--- src/rtl/bicubic_window_sched.sv ---
// -----------------------------------------------------------------------------
// bicubic_window_sched
//
// Sequencer placed in front of the bicubic upsampler. Image columns (4 pixels
// each) arrive from the line buffer and are shifted into a sliding 4x4 window.
// When the window holds four valid columns, it is presented to the upsampler
// as a single request. The four response beats are gathered into a 4x4 output
// block, and that block is then offered downstream. At the end of each line
// the window is flushed, so no columns carry over into the next line.
//
// Ports
//   clk, rst_n        clock, asynchronous active-low reset
//   col_valid/ready   column handshake from the line buffer
//   col_data          column pixels, [CW*r +: CW] = row r
//   col_last          column is the last one of its line
//   bf_req_valid      window request to the upsampler (accepted by bcci_req_ready)
//   win_data          4x4 window, [CW*(4r+c) +: CW] = row r, column c (c=0 oldest)
//   bcci_rsp_valid    upsampler response beat valid (accepted by bf_rsp_ready)
//   bcci_rsp_data     response beat {data4,data3,data2,data1}
//   out_valid/ready   output block handshake
//   out_data          block, [CW*(4j+k) +: CW] = beat j, data(k+1)
//   out_last          block comes from the last window of the line
//   short_line        one-cycle pulse: line ended before a window could form
//   blk_cnt           emitted blocks, wraps modulo 2^CNT_WIDTH
// -----------------------------------------------------------------------------
module bicubic_window_sched #(
  parameter int CHANNEL_WIDTH = 8,
  parameter int CNT_WIDTH     = 16
) (
  input  logic                       clk,
  input  logic                       rst_n,
  input  logic                       col_valid,
  output logic                       col_ready,
  input  logic [4*CHANNEL_WIDTH-1:0] col_data,
  input  logic                       col_last,
  output logic                       bf_req_valid,
  input  logic                       bcci_req_ready,
  output logic [16*CHANNEL_WIDTH-1:0] win_data,
  input  logic                       bcci_rsp_valid,
  output logic                       bf_rsp_ready,
  input  logic [4*CHANNEL_WIDTH-1:0] bcci_rsp_data,
  output logic                       out_valid,
  input  logic                       out_ready,
  output logic [16*CHANNEL_WIDTH-1:0] out_data,
  output logic                       out_last,
  output logic                       short_line,
  output logic [CNT_WIDTH-1:0]       blk_cnt
);

  localparam int CW = CHANNEL_WIDTH;

  // One-hot state bit positions
  localparam int S_ACCEPT  = 0;
  localparam int S_ISSUE   = 1;
  localparam int S_COLLECT = 2;
  localparam int S_SEND    = 3;

  localparam logic [3:0] ST_ACCEPT  = 4'b0001;
  localparam logic [3:0] ST_ISSUE   = 4'b0010;
  localparam logic [3:0] ST_COLLECT = 4'b0100;
  localparam logic [3:0] ST_SEND    = 4'b1000;

  logic [3:0]           state_q, state_d;
  logic [2:0]           fill_cnt_q, fill_cnt_d;
  logic [1:0]           beat_cnt_q, beat_cnt_d;
  logic [16*CW-1:0]     win_q, win_d;
  logic [16*CW-1:0]     out_q, out_d;
  logic                 last_q, last_d;
  logic                 short_q, short_d;
  logic [CNT_WIDTH-1:0] blk_cnt_q, blk_cnt_d;

  logic       col_hs, req_hs, rsp_hs, out_hs;
  logic [2:0] fill_inc;

  assign col_hs   = col_valid & col_ready;
  assign req_hs   = bf_req_valid & bcci_req_ready;
  assign rsp_hs   = bcci_rsp_valid & bf_rsp_ready;
  assign out_hs   = out_valid & out_ready;
  assign fill_inc = fill_cnt_q + 3'd1;

  // State register
  always_ff @(posedge clk or negedge rst_n) begin
    if (!rst_n) begin
      state_q <= ST_ACCEPT;
    end else begin
      state_q <= state_d;
    end
  end

  // Next-state logic
  always_comb begin
    state_d = state_q;
    unique case (1'b1)
      state_q[S_ACCEPT]:  if (col_hs && fill_inc == 3'd4)        state_d = ST_ISSUE;
      state_q[S_ISSUE]:   if (bcci_req_ready)                    state_d = ST_COLLECT;
      state_q[S_COLLECT]: if (rsp_hs && beat_cnt_q == 2'd3)      state_d = ST_SEND;
      state_q[S_SEND]:    if (out_ready)                         state_d = ST_ACCEPT;
      default:                                                   state_d = ST_ACCEPT;
    endcase
  end

  // Output decode
  always_comb begin
    col_ready    = state_q[S_ACCEPT];
    bf_req_valid = state_q[S_ISSUE];
    bf_rsp_ready = state_q[S_COLLECT];
    out_valid    = state_q[S_SEND];
    // last_q can remain set in ACCEPT after a short line; expose it only with a block
    out_last     = state_q[S_SEND] & last_q;
  end

  assign win_data   = win_q;
  assign out_data   = out_q;
  assign short_line = short_q;
  assign blk_cnt    = blk_cnt_q;

  // Datapath and counters
  always_comb begin
    fill_cnt_d = fill_cnt_q;
    beat_cnt_d = beat_cnt_q;
    win_d      = win_q;
    out_d      = out_q;
    last_d     = last_q;
    short_d    = 1'b0;
    blk_cnt_d  = blk_cnt_q;

    if (col_hs) begin
      // Shift every row one column towards the oldest slot, new column enters at c=3
      for (int r = 0; r < 4; r++) begin
        for (int c = 0; c < 3; c++) begin
          win_d[CW*(4*r+c) +: CW] = win_q[CW*(4*r+c+1) +: CW];
        end
        win_d[CW*(4*r+3) +: CW] = col_data[CW*r +: CW];
      end
      last_d = col_last;
      if (col_last && fill_inc != 3'd4) begin
        fill_cnt_d = 3'd0;
        short_d    = 1'b1;
      end else begin
        fill_cnt_d = fill_inc;
      end
    end

    if (req_hs) begin
      beat_cnt_d = 2'd0;
    end

    if (rsp_hs) begin
      for (int j = 0; j < 4; j++) begin
        if (beat_cnt_q == 2'(j)) begin
          out_d[4*CW*j +: 4*CW] = bcci_rsp_data;
        end
      end
      beat_cnt_d = beat_cnt_q + 2'd1;
    end

    if (out_hs) begin
      blk_cnt_d = blk_cnt_q + CNT_WIDTH'(1);
      // Keep the three newest columns so the next column completes the next window
      fill_cnt_d = last_q ? 3'd0 : 3'd3;
      last_d     = 1'b0;
    end
  end

  always_ff @(posedge clk or negedge rst_n) begin
    if (!rst_n) begin
      fill_cnt_q <= 3'd0;
      beat_cnt_q <= 2'd0;
      win_q      <= '0;
      out_q      <= '0;
      last_q     <= 1'b0;
      short_q    <= 1'b0;
      blk_cnt_q  <= '0;
    end else begin
      fill_cnt_q <= fill_cnt_d;
      beat_cnt_q <= beat_cnt_d;
      win_q      <= win_d;
      out_q      <= out_d;
      last_q     <= last_d;
      short_q    <= short_d;
      blk_cnt_q  <= blk_cnt_d;
    end
  end

endmodule

--- config.mk ---
export PLATFORM = sky130hd
export DESIGN_NAME = bicubic_window_sched
export DESIGN_NICKNAME = d
export VERILOG_FILES = /design/src/rtl/bicubic_window_sched.sv
export SDC_FILE = /design/constraint.sdc
export NUM_CORES = 1
export LEC_CHECK = 0
export CAP_MARGIN = 20
export CORE_ASPECT_RATIO = 1.5
export CORE_UTILIZATION = 35
export CTS_BUF_LIST = sky130_fd_sc_hd__clkbuf_4
export DETAILED_ROUTE_END_ITERATION = 16
export SLEW_MARGIN = 25
export SYNTH_ARGS = -nofsm -noshare
export SYNTH_HDL_FRONTEND = slang
export SYNTH_SLANG_ARGS = --single-unit
--- constraint.sdc ---
create_clock -name clk -period 3.5 [get_ports clk]
set_clock_uncertainty 0.1 [all_clocks]
set_input_delay 0.7 -clock clk [delete_from_list [all_inputs] [get_ports clk]]
set_output_delay 0.7 -clock clk [all_outputs]
set_load 0.005 [all_outputs]
# Word level (Yosys, flattened, before mapping)
# Cells that the tools add are included.
[totals]
ff_bits = 283
in_bits = 71
[op_classes]
n_addsub = 3
eq_ne = 5
bitwise = 5
n_reduce_logical = 10
mux = 15
[op_table]
columns = ["cell", "n"]
rows = [
  ["$add 16x1->16 const B", 1],
  ["$pmux 4 s4", 1],
  ["$mux 3", 4],
  ["$mux 2", 4],
  ["$mux 4", 2],
  ["$reduce_and 2->1", 4],
  ["$and 1x1->1", 5],
  ["$eq 2x2->1 const B", 2],
  ["$mux 1", 4],
  ["$reduce_bool 2->1", 2],
  ["$add 3x1->3 const B", 1],
  ["$eq 3x3->1 const B", 1],
  ["$logic_and 1x1->1", 3],
  ["$ne 3x3->1 const B", 1],
  ["$add 2x1->2 const B", 1],
  ["$eq 2x1->1 const B", 1],
  ["$logic_not 2->1", 1],
]

# Logic depth before layout (Yosys ltp)
[logic_depth]
ltp_word = 6
ltp_mapped = 6
depth_no_buf = 5

# Least setup slack after synthesis
# No wires, ideal clock.
[synth_timing]
path_type = "input -> register"
start = "input bcci_rsp_valid"
end = "register out_q[65], in the netlist out_data[65]"
cell_stages = 5
slack_ns = 1.639
arrival_time_ns = 1.636
setup_time_ns = 0.125
path_buffers = 2
path_cell_list = "and2_1 buf_4 nand2_2 buf_2 mux2_2"
[synth_between]
elab_chain_cells = 2
[synth_lines]
columns = ["item", "line", "text"]
rows = [
  ["start, declared", "39", "input logic bcci_rsp_valid,"],
  ["$and 1x1->1", "77", "assign rsp_hs = bcci_rsp_valid & bf_rsp_ready;"],
  ["$reduce_and 2->1 (no line)", "--", ""],
  ["end signal, assigned", "178", "out_q <= out_d;"],
  ["end, declared", "67", "logic [16*CW-1:0] out_q, out_d;"],
]
# Every way passes these cells.
# A chain may end at the register's enable or synchronous reset.

# Final worst setup path
[layout_timing]
start = "register state_q[0]"
end = "output col_ready"
[layout_lines]
columns = ["item", "line", "text"]
rows = [
  ["start, declared", "63", "logic [3:0] state_q, state_d;"],
  ["start signal, assigned", "86", "state_q <= state_d;"],
  ["end, declared", "33", "output logic col_ready,"],
]
# No word-level cell between the ends.

==> results.json <==
{
  "worst_path_max_delay_cell": "dfstp_2",
  "path_delay_family": "flip-flops",
  "grt.overflow.total": 0,
  "die_w_um": 145.7,
  "port_buffers": 348,
  "crit_path_start_kind": "register",
  "seq_area_frac_synth_pct": 65.35,
  "p_int_w": 0.008272,
  "hpwl_um": 21280,
  "grt_max_degree": 91,
  "crit_buf_inv": 1,
  "synth_nets": 1010,
  "vias": 8137,
  "drc": 0,
  "wirelength_um": 30220,
  "setup_ws_ns": 0.8826,
  "powerDensity_nw_per_um2": 727.0,
  "yosys.area_share.simple_pct": 16.17,
  "grtUsageTotal_pct": 19.53,
  "hold_viol": 0,
  "drtIter0Drc": 264,
  "sw_frac_of_total_pct": 27.95,
  "drv_cap": 0,
  "initial_core_util_pct": 35.71,
  "cts_tree": "built",
  "report.final.setup_viol": 0,
  "syn_avg_cell_area_um2": 11.63,
  "die_h_um": 217.5,
  "core-area_um2": 30350,
  "period_share_pct": 74.78,
  "gp_congestion": 0.7718,
  "synth_cell_type_count": 37,
  "nFillCells": 2751,
  "hold_ws_ns": 0.3742,
  "area_growth_pct": 45.70,
  "clock_sinks": 283,
  "crit_path_max_fanout": 4,
  "hold_path_class": "register to register",
  "finalCriticalPeriod_ns": 2.617,
  "nNetsFinal": 1410,
  "critical_path.endpoint_type": "primary output",
  "ir_drop_mv": 0.2707,
  "yosys.area_share.adder_pct": 0.8080,
  "synth_warnings": 0,
  "synth_compound_area_share_pct": 0.9350,
  "htree_levels": 3,
  "crit_type": "register to primary output",
  "grt_pass1_wl_um": 47470,
  "max_freq_ghz": 0.3821,
  "clk_path_buf_depth": 3,
  "syn_area_um2": 10840,
  "path_cells": "clkdlybuf4s50_1",
  "drv_slew": 0,
  "drtPass1Iterations": 5,
  "seq_power_share_pct": 42.4,
  "slowest_delay_ns": 0.59,
  "timing.setup.tns_ns": 0,
  "dieArea_um2": 31690,
  "drive_above_1_share_pct": 19.72,
  "cts-root-buf": "clkbuf_4",
  "final_util_pct": 52.03,
  "power_frac_clock_pct": 24.8,
  "p_leak_nw": 7.540,
  "max_slew_margin_pct": 50.12,
  "worst_slew_pin_slew_ns": 0.7481,
  "pwr-share-comb_pct": 32.8,
  "synth_top_family_by_area": "simple AND/OR/NAND/NOR gates",
  "ctsResizeCount": 0,
  "ys_ff_latch": 283,
  "synth_xor_area_share_pct": 1.293,
  "crit_arrival_ns": 1.82,
  "cts_buffers": 73,
  "clkLatencyLatePin_ns": 0.72,
  "grt_pass1_vias": 8408,
  "cts_hold_buf": 1,
  "cts_setup_buffers": 0,
  "path_clk_slew_ns": 0.06,
  "postSynthCellCount": 932,
  "preCtsSetupSlack_ns": 0.6981,
  "status": "complete, no violations",
  "viasPerCell": 4.566,
  "antenna_found_initial": 2,
  "switchingPower_w": 0.003209,
  "worstPathRequired_ns": 2.70,
  "wl_per_cell_um": 16.96,
  "detail-route-antenna-nets": 0,
  "rsz0062_at_grt": "no",
  "synth.area.mux_share_pct": 13.40,
  "io_pins": 349,
  "num_rows": 78
}
-- flip-flops by register name, indices dropped and copies added (netlist names) --
name / cells
state_q: 4
blk_cnt: 16
out_data: 128
win_data: 128
last_q: 1
short_line: 1
fill_cnt_q: 3
beat_cnt_q: 2
-- worst paths after layout --
path	end	depth (start not counted)	slack [ns]	start
min in group asynchronous	win_data[27]$_DFFE_PN0P_	2	0.47	rst_n
max in group asynchronous	out_data[63]$_DFFE_PN0P_	3	1.94	rst_n
worst min-delay path	win_data[33]$_DFFE_PN0P_	2	0.37	win_data[33]$_DFFE_PN0P_
worst max register to register	out_data[62]$_DFFE_PN0P_	4	1.35	state_q[2]$_DFF_PN0_
worst min register to register	win_data[33]$_DFFE_PN0P_	2	0.37	win_data[33]$_DFFE_PN0P_
worst max-delay path	col_ready	1	0.88	state_q[0]$_DFF_PN1_
-- kinds of logic (layout without fill, tap and decap cells) --
| logic type | Yosys count | count (layout) |
|---|---|---|
| AOI/OAI and AO/OA | 16 | 16 |
| buffers and inverters | 50 | 497 |
| DFF | 283 | 283 |
| adders and majority gates | 7 | 7 |
| xor gates and xnor gates | 16 | 16 |
| and+or+nand+nor | 431 | 431 |
| muxes | 129 | 129 |
| other | 0 | 3 |
-- area by class of cell --
class                      instances  area, µm²  share of cell area (%)
antenna                            3      7.507                 0.04754
clock buffer                     106      795.8                   5.039
clock inverter                    16      118.9                  0.7527
inverter                           7      26.28                  0.1664
multi-input combinational        599       3545                   22.45
sequential                       283       7083                   44.85
tap                              400      500.5                   3.169
timing repair buffer             368       3716                   23.53
-- metal layers --
layer,vias to the layer above,track usage [%],share of wire (%)
li1,3833,-,-
met1,3972,20.55,37
met5,-,0,0
met2,273,34.70,53
met3,59,6.423,6.6
met4,0,9.930,3.3
-- per-stage QoR --
step           cells  total power [W]  area [µm²]
6_report        1782          0.01148       15790
5_1_grt         1782          0.01220       15790
4_1_cts         1779          0.01170       15790
3_5_place_dp    1656         0.008755       14860
3_3_place_gp    1656         0.008673       14860
2_1_floorplan    932         0.006089       10840
-- power by group through the flow --
stage,Combinational (W),Clock [W],Sequential [W]
2_1_floorplan,0.00114,0,0.00494
3_3_place_gp,0.00377,0,0.00490
3_5_place_dp,0.00383,0,0.00493
6_report,0.00376,0.00285,0.00487
4_1_cts,0.00384,0.00299,0.00487
5_1_grt,0.00403,0.00316,0.00500
-- synthesized netlist by cell type --
| cell | n | area share (%) |
|---|---|---|
| a22o_1 | 2 | 0.16 |
| ha_1 | 7 | 0.81 |
| a211o_1 | 1 | 0.081 |
| or2_4 | 2 | 0.16 |
| nor3_2 | 3 | 0.28 |
| nor2b_1 | 1 | 0.058 |
| inv_1 | 7 | 0.24 |
| a21o_1 | 1 | 0.069 |
| a22oi_1 | 2 | 0.14 |
| dfrtp_1 | 282 | 65 |
| nor2_1 | 4 | 0.14 |
| nand4_1 | 2 | 0.12 |
| mux2_2 | 123 | 13 |
| buf_4 | 2 | 0.14 |
| nor3_1 | 3 | 0.14 |
| nand4_4 | 1 | 0.20 |
| nand4_2 | 1 | 0.12 |
| o21ai_0 | 2 | 0.092 |
| o22ai_1 | 2 | 0.12 |
| nor4b_1 | 1 | 0.081 |
| mux2_1 | 6 | 0.62 |
| a21oi_1 | 6 | 0.28 |
| buf_1 | 5 | 0.17 |
| nand3_1 | 2 | 0.092 |
| nand2_1 | 399 | 14 |
| and2_1 | 4 | 0.23 |
| nand2_2 | 3 | 0.17 |
| dfstp_2 | 1 | 0.24 |
| clkbuf_1 | 15 | 0.52 |
| nand2b_1 | 1 | 0.058 |
| nor4_1 | 1 | 0.058 |
| xnor2_1 | 10 | 0.81 |
| xor2_1 | 6 | 0.48 |
| buf_2 | 21 | 0.97 |
| nand3_4 | 1 | 0.16 |
| nor4_4 | 1 | 0.20 |
| nand2_4 | 1 | 0.10 |
-- cells in the final DEF, fill, tap and decap left out, types with 2 or more instances in the layout --
cell             count
nand2_1            398
clkdlybuf4s50_1    347
dfrtp_1            282
mux2_2             123
clkbuf_4           106
buf_4               13
xnor2_1             10
clkinv_1             9
inv_1                7
ha_1                 7
xor2_1               6
a21oi_1              6
mux2_1               6
buf_12               6
nor2_1               4
diode_2              3
and2_1               3
nor3_1               3
nand2_2              3
nor3_2               3
nand2_4              2
o22ai_1              2
o21ai_0              2
a22o_1               2
or2_4                2
nand4_1              2
nand3_1              2
a22oi_1              2
inv_2                2
clkinv_2             2
bufinv_16            2
No activity file was read; power rests on OpenSTA's default activity.
